$ cat src/rtl/ir_pkg.sv
// Shared definitions for the IR line-sensor conditioner: tracking state
// encoding, per-channel position weight and the width of the signed
// position sum.
package ir_pkg;

   typedef enum logic [1:0] {
      NOLINE = 2'd0,
      TRACK  = 2'd1,
      LOST_L = 2'd2,
      LOST_R = 2'd3
   } trk_state_e;

   // Position weight of channel i in an n-channel array, symmetric about 0.
   function automatic int w(input int i, input int n);
      return 2 * i - (n - 1);
   endfunction

   // Signed width needed for the weighted sum of an n-channel array.
   function automatic int pos_w(input int n);
      return $clog2(n * n + 1) + 1;
   endfunction

endpackage

$ cat src/rtl/ir_debounce.sv
// One IR channel: two-flop synchroniser, polarity normalisation and a
// mismatch-run debounce counter feeding a stable detection bit.
module ir_debounce
   import ir_pkg::*;
#(
   parameter int   DB_W       = 16,
   parameter logic ACTIVE_LVL = 1'b1
) (
   input  logic            clk,
   input  logic            rst_n,
   input  logic            ir_i,
   input  logic [DB_W-1:0] db_cycles_i,
   output logic            ir_o
);

   logic            sync1_q, sync2_q;
   logic            norm;
   logic            stable_q, stable_d;
   logic [DB_W-1:0] cnt_q, cnt_d;

   assign norm = sync2_q ^ ~ACTIVE_LVL;
   assign ir_o = stable_q;

   // Count consecutive mismatching cycles; accept the new level once the
   // run reaches db_cycles_i. A count already past a lowered threshold
   // simply saturates until the mismatch ends, so it never fires early.
   always_comb begin
      stable_d = stable_q;
      cnt_d    = '0;
      if (norm != stable_q) begin
         if (cnt_q == db_cycles_i) begin
            stable_d = norm;
         end else if (cnt_q != '1) begin
            cnt_d = cnt_q + 1'b1;
         end else begin
            cnt_d = cnt_q;
         end
      end
   end

   // Synchroniser and debounce state.
   always_ff @(posedge clk or negedge rst_n) begin
      if (!rst_n) begin
         sync1_q  <= 1'b0;
         sync2_q  <= 1'b0;
         cnt_q    <= '0;
         stable_q <= 1'b0;
      end else begin
         sync1_q  <= ir_i;
         sync2_q  <= sync1_q;
         cnt_q    <= cnt_d;
         stable_q <= stable_d;
      end
   end

endmodule

$ cat src/rtl/ir_line_array.sv
// IR line-sensor array conditioner: per-channel debounce, registered
// active count / weighted position sum, line tracking FSM that remembers
// the side the line was lost on, and an optional sticky change IRQ
// (enabled by defining IR_LINE_IRQ_EN).
module ir_line_array
   import ir_pkg::*;
#(
   parameter  int   N_CH       = 5,
   parameter  int   DB_W       = 16,
   parameter  logic ACTIVE_LVL = 1'b1,
   localparam int   POS_W      = pos_w(N_CH),
   localparam int   CW         = $clog2(N_CH + 1)
) (
   input  logic                    clk,
   input  logic                    rst_n,
   input  logic [N_CH-1:0]         ir_i,
   input  logic [DB_W-1:0]         db_cycles_i,
   input  logic                    irq_ack_i,
   output logic [N_CH-1:0]         ir_o,
   output logic [CW-1:0]           act_cnt_o,
   output logic signed [POS_W-1:0] pos_sum_o,
   output logic [1:0]              state_o,
   output logic                    irq_o
);

   logic [N_CH-1:0]         ir_db;
   logic [CW-1:0]           act_q, act_d;
   logic signed [POS_W-1:0] pos_q, pos_d;
   trk_state_e              state_q, state_d;

   for (genvar g = 0; g < N_CH; g++) begin : g_ch
      ir_debounce #(
         .DB_W       (DB_W),
         .ACTIVE_LVL (ACTIVE_LVL)
      ) u_db (
         .clk         (clk),
         .rst_n       (rst_n),
         .ir_i        (ir_i[g]),
         .db_cycles_i (db_cycles_i),
         .ir_o        (ir_db[g])
      );
   end

   assign ir_o      = ir_db;
   assign act_cnt_o = act_q;
   assign pos_sum_o = pos_q;
   assign state_o   = state_q;

   // Popcount and weighted sum of the debounced detections.
   always_comb begin
      act_d = '0;
      pos_d = '0;
      for (int i = 0; i < N_CH; i++) begin
         if (ir_db[i]) begin
            act_d = act_d + 1'b1;
            pos_d = pos_d + POS_W'(w(i, N_CH));
         end
      end
   end

   // Next tracking state; on loss the side comes from the last sum seen
   // while tracking, which is still held in pos_q.
   always_comb begin
      state_d = state_q;
      if (act_d != '0) begin
         state_d = TRACK;
      end else if (state_q == TRACK) begin
         if (pos_q[POS_W-1])    state_d = LOST_L;
         else if (pos_q != '0)  state_d = LOST_R;
         else                   state_d = NOLINE;
      end
   end

   // Position registers and FSM state register.
   always_ff @(posedge clk or negedge rst_n) begin
      if (!rst_n) begin
         act_q   <= '0;
         pos_q   <= '0;
         state_q <= NOLINE;
      end else begin
         act_q   <= act_d;
         pos_q   <= pos_d;
         state_q <= state_d;
      end
   end

`ifdef IR_LINE_IRQ_EN
   logic [N_CH-1:0] ir_prev_q;
   logic            irq_q, irq_d, irq_set;

   // Set on a detection change or on entry into a LOST state; set beats ack.
   always_comb begin
      irq_set = (ir_db != ir_prev_q) ||
                ((state_d != state_q) && (state_d == LOST_L || state_d == LOST_R));
      irq_d   = irq_set | (irq_q & ~irq_ack_i);
   end

   // Sticky IRQ flop and previous-detection snapshot for change detection.
   always_ff @(posedge clk or negedge rst_n) begin
      if (!rst_n) begin
         ir_prev_q <= '0;
         irq_q     <= 1'b0;
      end else begin
         ir_prev_q <= ir_db;
         irq_q     <= irq_d;
      end
   end

   assign irq_o = irq_q;
`else
   logic unused_ack;
   assign unused_ack = irq_ack_i;
   assign irq_o      = 1'b0;
`endif

endmodule
$ cat config.mk
export PLATFORM = sky130hd
export DESIGN_NAME = ir_line_array
export DESIGN_NICKNAME = d
export VERILOG_FILES = /design/src/rtl/ir_pkg.sv /design/src/rtl/ir_debounce.sv /design/src/rtl/ir_line_array.sv
export SDC_FILE = /design/constraint.sdc
export NUM_CORES = 1
export LEC_CHECK = 0
export CORE_ASPECT_RATIO = 1.2
export CORE_MARGIN = 8
export CORE_UTILIZATION = 53
export DETAILED_ROUTE_END_ITERATION = 12
export DONT_BUFFER_PORTS = 1
export PLACE_DENSITY = 0.71
export SKIP_CTS_REPAIR_TIMING = 1
export SKIP_LAST_GASP = 1
export SYNTH_ARGS = -nofsm -noshare
export SYNTH_HDL_FRONTEND = slang
export SYNTH_SLANG_ARGS = --single-unit
$ cat constraint.sdc
create_clock -name clk -period 5.9 [get_ports clk]
set_input_delay 1.18 -clock clk [delete_from_list [all_inputs] [get_ports clk]]
set_output_delay 1.18 -clock clk [all_outputs]
set_load 0.05 [all_outputs]
After elaboration in Yosys (flattened, before gate mapping). Cells that the tools add are included.

Input bits: 24. Bits in registers: 106. Logic and storage cells: 92. Output and inout port bits: 17.

Multiplexer cells: 28. Equality and inequality tests: 21. $add $sub $neg: 12. Reduce and logical (&&, ||, !) cells: 8.

Operators by type and width (count): $mux W16 (15); $add A16 B1 Y16 const B (5); $eq A16 B16 Y1 (5); $ne A16 B16 Y1 const B (5); $mux W6 (4); $ne A3 B3 Y1 const B (5); $add A3 B1 Y3 const B (4); $mux W3 (4); $reduce_and A2 Y1 (5); $mux W2 (4); $add A6 B2 Y6 const B (1); $add A6 B3 Y6 const B (1); $add A6 B4 Y6 const B (1); $reduce_bool A6 Y1 (1); $ne A1 B1 Y1 (5); $reduce_bool A3 Y1 (1); $eq A2 B1 Y1 const B (1); $reduce_bool A2 Y1 (1); $mux W1 (1).

Longest topological paths before layout. Gate-level depths: netlist (run 1).

Depth after elaboration: 11. Mapped depth: 13. Depth with buffers taken out: 12.

By module. Synthesis (run 1) repeated with hierarchy kept, for this count alone.

Cells, all modules: 651. Area, all modules: 6749.0 um^2.

Modules (own cells, without submodules): ir_debounce (area an instance 1228.7 um^2, cells each 119, times used 5, seq. area each 475.5 um^2); ir_line_array (area an instance 605.6 um^2, cells each 56, times used 1, seq. area each 250.2 um^2).

Least setup slack after synthesis (run 1). Ideal clock, no wire load.

Kind: input-to-reg. Start: in db_cycles_i[5]. End: reg g_ch[0].u_db.stable_q. Setup slack: 3.213 ns. Required time: 5.775 ns. Arrival: 2.562 ns. Path buffers: 1. Library setup time: 0.125 ns. Cell stages on the path: 5. Path through: clkbuf_1 xnor2_1 nand4_1 nor4_2 mux2_2.

Longest elaborated chain between the ends: 2.

Ends and longest elaborated chain: from (decl) (RTL line ir_line_array.sv:17) `input logic [DB_W-1:0] db_cycles_i,`; $eq A16 B16 Y1 (RTL line ir_debounce.sv:31) `if (cnt_q == db_cycles_i) begin`; $reduce_and A2 Y1 (no source line); to (signal assigned) (RTL line ir_debounce.sv:52) `stable_q <= stable_d;`; to (decl) (RTL line ir_debounce.sv:18) `logic stable_q, stable_d;`.

Every way passes these cells. A chain may end at the register's enable or synchronous reset.

Final worst setup path (run 1).
Start: reg g_ch[1].u_db.stable_q. End: reg state_q[1] (netlist: state_o[1]).

Longest elaborated chain between the ends: 9. Elaborated cells on any way between the ends: 10. Classes of those cells: add/sub (3); mux (5); reduce/logical (2).

Ends and longest elaborated chain: from (decl) (RTL line ir_debounce.sv:18); from (signal assigned) (RTL line ir_debounce.sv:52); $mux W3 (*) (RTL line ir_line_array.sv:54) `if (ir_db[i]) begin`; $add A3 B1 Y3 (RTL line ir_line_array.sv:55) `act_d = act_d + 1'b1;`; $mux W3 (*) (RTL line ir_line_array.sv:54); $add A3 B1 Y3 (RTL line ir_line_array.sv:55); $mux W3 (*) (RTL line ir_line_array.sv:54); $add A3 B1 Y3 (RTL line ir_line_array.sv:55); $mux W3 (*) (RTL line ir_line_array.sv:54); named net act_d[2] (RTL line ir_line_array.sv:27) `logic [CW-1:0] act_q, act_d;`; $reduce_bool A3 Y1 (*) (RTL line ir_line_array.sv:65) `if (act_d != '0) begin`; $mux W2 / $reduce_bool A2 Y1 (equally long branches); to (signal assigned) (RTL line ir_line_array.sv:83) `state_q <= state_d;`; to (decl) (RTL line ir_line_array.sv:29) `trk_state_e state_q, state_d;`.

Mark *: on every way through the listed nets, which the timed path passes. The rest lies on a longest branch.

==> results of run 1 <==
-- cells in the final DEF, fill, tap and decap left out, types with 11 or more instances in the layout --
master	instances
nand4_1	42
a21oi_1	15
a211oi_1	31
nor3_1	24
o31ai_1	13
nand3_1	25
nor2_1	24
ha_1	13
dfrtp_1	104
or4_1	12
a2111oi_0	11
o21ai_0	23
inv_1	15
or3_1	21
nor4_1	30
nand2_1	34
xnor2_1	89
-- cells in the mapped netlist, types with 3 or more instances --
library cell    n
nor4_1         30
nand2b_1        3
buf_2          17
xnor2_1        89
or4_1          12
o31ai_1        13
o31a_1          3
o21ai_0        23
mux2_2          6
or4_4           3
nor3_1         24
a31oi_1         5
or2_2           3
inv_1          15
nor4_4          6
nand3_2         6
nand3_1        25
nand4_1        42
a211oi_2        3
a311oi_1        6
clkbuf_2        3
mux2i_1         7
a2111oi_0      11
or3_1          21
nor2b_1         4
nand3b_1        3
clkbuf_1       31
nor4_2          3
buf_6           3
a21oi_1        15
buf_4           9
dfrtp_1       104
and3_1          4
and4_1          8
xor2_1         10
nand2_1        34
a211oi_1       31
nor4b_1         5
nor2_1         24
ha_1           13
-- worst max-delay path by stage --
stage / start / end / slack (ns) / cells after the start
final: g_ch[1].u_db.ir_o$_DFFE_PN0P_ / state_o[1]$_DFFE_PN0P_ / 2.69 / 11
after global routing: g_ch[1].u_db.ir_o$_DFFE_PN0P_ / state_o[1]$_DFFE_PN0P_ / 2.45 / 11
after CTS: g_ch[1].u_db.ir_o$_DFFE_PN0P_ / state_o[1]$_DFFE_PN0P_ / 2.64 / 11
after detailed placement: g_ch[1].u_db.ir_o$_DFFE_PN0P_ / state_o[1]$_DFFE_PN0P_ / 2.66 / 11
after global placement: g_ch[1].u_db.ir_o$_DFFE_PN0P_ / state_o[0]$_DFFE_PN0P_ / 2.78 / 11
after floorplan: db_cycles_i[5] / g_ch[0].u_db.ir_o$_DFFE_PN0P_ / 3.21 / 5
-- critical path, cell delays in order, from the launching register on --
cell and delay (ns):
dfrtp_1 0.83, inv_1 0.19, ha_1 0.42, xor2_1 0.26, ha_1 0.27, nand2b_1 0.14
o31a_1 0.16, ha_1 0.20, nand2_1 0.07, xor2_1 0.18, xnor2_1 0.13, a221oi_1 0.25
-- layer usage --
metal	vias up	track usage	part of all wire
li1	2556	-	-
met3	45	0.03940	0.058
met1	2700	0.2413	0.41
met5	-	0	0
met2	169	0.3191	0.50
met4	0	0.09750	0.034
-- cell type report --
class,count,share of cell area
timing repair buffer,7,0.007452
clock buffer,9,0.03194
sequential,104,0.3691
multi-input combinational,523,0.5401
tap,164,0.02910
clock inverter,7,0.01437
inverter,15,0.007984
-- per-stage QoR --
stage,utilization,instance area [um2],hold WS [ns]
floorplan,-,6798,0.3312
global placement,0.5332,6725,0.3360
detailed placement,0.5332,6725,0.3364
CTS,0.5591,7052,0.3553
global route,0.5591,7052,0.3610
finish,0.5591,7052,0.3547
-- sequential cells by signal, summed over array words and instances, names as in the netlist --
| register | flops |
|---|---|
| g_ch.u_db.sync1_q | 5 |
| g_ch.u_db.ir_o | 5 |
| g_ch.u_db.cnt_q | 80 |
| g_ch.u_db.norm | 5 |
| pos_sum_o | 4 |
| act_cnt_o | 3 |
| state_o | 2 |
-- report_power, final --
part,leakage (uW),internal [uW],switching [uW]
Combinational,0.000908,38.6,36.0
Sequential,0.00142,724,17.9
Clock,0.000153,376,283
Total,0.00248,1140,337
-- cells by family (layout without fill, tap and decap cells) --
logic type / Yosys count / count (layout)
adder cells (fa/ha/maj): 13 / 13
other: 1 / 2
multiplexers: 13 / 13
XOR/XNOR: 99 / 99
flip-flops: 104 / 104
AND/OR/NAND/NOR: 274 / 274
buffers and inverters: 80 / 38
AO/OA/AOI/OAI: 122 / 122
==> run_results.csv, run 1 <==
group,metric,value,unit
die,io_pins,41,
place,dpl.cell_count,813,
logic_synthesis,synth-seq-cells,104,
clocking,htreeDepth,3,
logic_synthesis,synth_cells,706,
logic_synthesis,muxShareOfSynthArea,0.02026,
worst_setup_path,r2r_end,"state_o[1]$_DFFE_PN0P_",
worst_setup_path,critPathCaptureType,"flip-flop",
layout,seq_area,2603,um2
clocking,clk_latency,0.36,ns
min_path,hold_depth,0,
logic_synthesis,synthAdderAreaFrac,0.02394,
logic_synthesis,synth_top_family_by_area,"simple AND/OR/NAND/NOR gates",
global_routing,grt_first_pass_wirelength,26650,um
die,initial_core_util,0.5387,
logic_synthesis,synth_top_flop_cell,"dfrtp_1",
place,io_buffer_count,0,
logic_synthesis,netlist_top_cells_area,"dfrtp_1, xnor2_1, nand4_1",
layout,area_delta_synth_final,3.794,%
power_and_ir_drop,finalPower,1476,uW
run_status,status,"complete, no violations",
worst_setup_path,required,6.15,ns
clocking,path_clk_slew,0.07,ns
worst_setup_path,path_max_fanout,9,
sta,worst_pin_slew,1.037,ns
die,die_y,140.0,um
routing,wirelength,16160,um
global_routing,grt_max_degree,105,
logic_synthesis,ys_warn_count,0,
sta,final_max_slew_viol_count,0,
global_routing,grt_pass1_vias,5161,
sta,finalHoldViolations,0,
die,die_w,119.4,um
die,die-area,16710,um2
logic_synthesis,synth_xor_area_frac,0.1276,
place,hpwl,11320,um
clocking,cts_buffers,9,
clocking,clockBufferDepth,2,
sta,finalSetupTns,0,ns
die,core_area,12610,um2
routing,drc_errors,0,
sta,max_freq,311.5,MHz
sta,setup_viol,0,
global_routing,grt_use_total,0.1955,
layout,fin_cells,829,
logic_synthesis,synth_top_area_frac,0.3831,
min_path,worstHoldStart,"g_ch[1].u_db.sync1_q$_DFF_PN0_",
place,gp_congestion,0.8967,
worst_setup_path,worstReg2RegStart,"g_ch[1].u_db.ir_o$_DFFE_PN0P_",
logic_synthesis,synth_area,6794,um2
logic_synthesis,synth-simple-area-share,0.2599,
die,num_rows,45,
logic_synthesis,post_synth.cell_area_avg,9.623,um2
routing,routedWlPerCell,19.50,um
min_path,min_to,"g_ch[1].u_db.norm$_DFF_PN0_",
layout,multi_input_area,3809,um2
sta,relSlewSlack,0.3031,
layout,num_antenna_cells,0,
logic_synthesis,synth_compound_area_frac,0.1278,
routing,first_pass_iters,5,
logic_synthesis,synthArstFlopShare,1.000,
global_routing,antenna_found_initial,0,
power_and_ir_drop,max-vdd-ir-drop,136.2,uV
layout,layout-drive-gt1-share,0.09173,
logic_synthesis,synth-seq-area-share,0.3831,
layout,final_nets,697,
worst_setup_path,r2r_cells,11,
logic_synthesis,yosys.cell_types.count,62,
worst_setup_path,critical_path_class,"reg -> reg",
min_path,hold_path.class,"reg -> reg",
sta,finalCritPeriodShare,0.5442,
power_and_ir_drop,powerDensity,209.3,nW/um2
sta,period_needed,3.211,ns
routing,antenna_left,0,
global_routing,overflow,0,
place,pre_cts_ws,2.663,ns
routing,drtIter0Drc,402,
worst_setup_path,rrSetupSlack,2.69,ns
sta,rsz0062_at_grt,"false",
logic_synthesis,synth_top_cell_by_area,"dfrtp_1",
layout,nFillCells,1093,
routing,route.vias.total,5470,
worst_setup_path,cp-start-kind,"flip-flop",
clocking,clock-root-buffer,"clkbuf_16",
clocking,cts.sinks,104,
job,maxCapViolCount,0,
sta,finalClockSkew,0.006433,ns
worst_setup_path,cp_data_arrival_time,3.46,ns
logic_synthesis,synth_edf_count,0,
clocking,tritoncts,"built",
sta,worst_slack,2.689,ns
routing,vias_per_cell,6.598,
power_and_ir_drop,p_leak,0.002479,uW
Power figures use the tool's default switching activity.
==> inputs of run 2 (changes only) <==
==> constraint.sdc (replaced) <==
create_clock -name clk -period 3.4 [get_ports clk]
set_input_delay 0.68 -clock clk [delete_from_list [all_inputs] [get_ports clk]]
set_output_delay 0.68 -clock clk [all_outputs]
set_load 0.05 [all_outputs]
==> run 2 against run 1 <==
Critical path depth did not move. Cell count rose by 1.4%. Clock skew rose by 0.0012 ns. Critical path type unchanged. Critical endpoint is now state_o[0]$_DFFE_PN0P_.
==> run_results.csv, run 2 (synthesized netlist as in run 1, its figures left out) <==
group,metric,value,unit
run_status,status,"complete, no violations",
worst_setup_path,critical_path_class,"reg -> reg",
global_routing,overflow,0,
layout,final_area,7134,um2
clocking,tritoncts,"built",
layout,final_util,0.5657,
clocking,path_clk_slew,0.07,ns
job,maxCapViolCount,0,
routing,first_pass_iters,5,
place,io_buffer_count,0,
die,die_y,140.0,um
global_routing,grt_use_total,0.2011,
sta,final_max_slew_viol_count,0,
global_routing,grt_first_pass_wirelength,27520,um
layout,seq_area,2603,um2
global_routing,grt_pass1_vias,5326,
worst_setup_path,critPathCaptureType,"flip-flop",
power_and_ir_drop,p_int,1914,uW
min_path,hold_path.class,"in -> async",
layout,final_nets,709,
routing,wirelength,16550,um
sta,finalCritPeriodShare,0.7589,
sta,max_freq,387.5,MHz
die,core_area,12610,um2
die,io_pins,41,
layout,largest_reg_flops,80,
place,dpl.cell_count,822,
worst_setup_path,cp-start-kind,"flip-flop",
global_routing,antenna_found_initial,0,
routing,route.vias.total,5589,
power_and_ir_drop,swShare,0.2413,
die,num_rows,45,
power_and_ir_drop,p_leak,0.002538,uW
sta,relSlewSlack,0.3599,
sta,finalSetupTns,0,ns
worst_setup_path,cp_data_arrival_time,2.82,ns
sta,setup_viol,0,
power_and_ir_drop,pwr-share-clk,0.436,
place,gp_congestion,0.8685,
routing,vias_per_cell,6.646,
sta,worst_pin_slew,0.9601,ns
place,hpwl,11600,um
worst_setup_path,required,3.64,ns
die,initial_core_util,0.5387,
layout,final_common_cell,"dfrtp_1",
layout,layout-drive-gt1-share,0.1034,
layout,fin_cells,841,
global_routing,grt_max_degree,105,
clocking,cts.sinks,104,
routing,routedWlPerCell,19.68,um
sta,finalClockSkew,0.007663,ns
clocking,cts_buffers,9,
routing,drc_errors,0,
power_and_ir_drop,powerDensity,353.6,nW/um2
die,die_w,119.4,um
worst_setup_path,path_max_fanout,4,
power_and_ir_drop,seqPwrFrac,0.510,
layout,final_cell_mix,"dfrtp_1, xnor2_1, nand4_1",
clocking,clockBufferDepth,2,
routing,antenna_left,0,
clocking,clock-root-buffer,"clkbuf_16",
sta,finalHoldViolations,0,
power_and_ir_drop,p_comb_frac,0.054,
layout,multi_input_area,3809,um2
routing,drtIter0Drc,525,
sta,rsz0062_at_grt,"false",
layout,num_antenna_cells,0,
place,placed_area,6793,um2
layout,area_delta_synth_final,5.009,%
sta,whs,0.01807,ns
die,die-area,16710,um2
clocking,clk_latency,0.36,ns
clocking,htreeDepth,3,
power_and_ir_drop,max-vdd-ir-drop,300.4,uV
sta,period_needed,2.580,ns
power_and_ir_drop,switchingPower,608.6,uW
layout,regMostFlops,"g_ch.u_db.cnt_q",
layout,nFillCells,1080,
run 2: worst paths after layout:
check	startpoint	endpoint	slack [ns]	cells past startpoint
hold reg to reg	g_ch[1].u_db.sync1_q$_DFF_PN0_	g_ch[1].u_db.norm$_DFF_PN0_	0.35	0
hold / removal	rst_n	g_ch[4].u_db.cnt_q[5]$_DFFE_PN0P_	0.02	0
min in group clk	ir_i[4]	g_ch[4].u_db.sync1_q$_DFF_PN0_	0.34	0
setup reg to reg	g_ch[1].u_db.ir_o$_DFFE_PN0P_	state_o[0]$_DFFE_PN0P_	0.82	11
setup / recovery	g_ch[1].u_db.ir_o$_DFFE_PN0P_	state_o[0]$_DFFE_PN0P_	0.82	11
max in group asynchronous	rst_n	g_ch[2].u_db.cnt_q[14]$_DFFE_PN0P_	2.33	1
run 2: cell type report:
type | count | share of cell area
Clock inverter | 7 | 0.01210
Inverter | 15 | 0.007892
Clock buffer | 9 | 0.03157
Timing Repair Buffer | 19 | 0.02105
Multi-Input combinational cell | 523 | 0.5338
Tap cell | 164 | 0.02876
Sequential cell | 104 | 0.3648
run 2: power by group through the flow:
| stage | clock network, uW | logic [uW] | registers [uW] |
|---|---|---|---|
| global placement | 0 | 124 | 1310 |
| global route | 1160 | 149 | 1290 |
| detailed placement | 0 | 128 | 1310 |
| floorplan | 0 | 137 | 1300 |
| finish | 1100 | 135 | 1290 |
| CTS | 1130 | 129 | 1290 |
run 2: per-stage QoR:
step	total power, uW	setup WS [ns]
floorplan	1436	0.7865
global placement	1434	0.8952
finish	2523	0.8196
global route	2603	0.5945
detailed placement	1440	0.8380
CTS	2542	0.8118
run 2: metal layers:
metal,vias up,track usage,wire [um]
met4,0,0.1153,705
met1,2757,0.2525,6811
met3,51,0.03820,1082
li1,2575,-,-
met2,206,0.3182,7950
met5,-,0,0
run 2: critical path, stage by stage (launching register included):
cell and delay (ns):
dfrtp_1 0.40, inv_1 0.10, ha_1 0.37, xor2_1 0.25, ha_1 0.27, nand2b_1 0.14, o31a_1 0.13, ha_1 0.20
nand2_1 0.08, xor2_1 0.17, xnor2_1 0.12, a211o_1 0.23
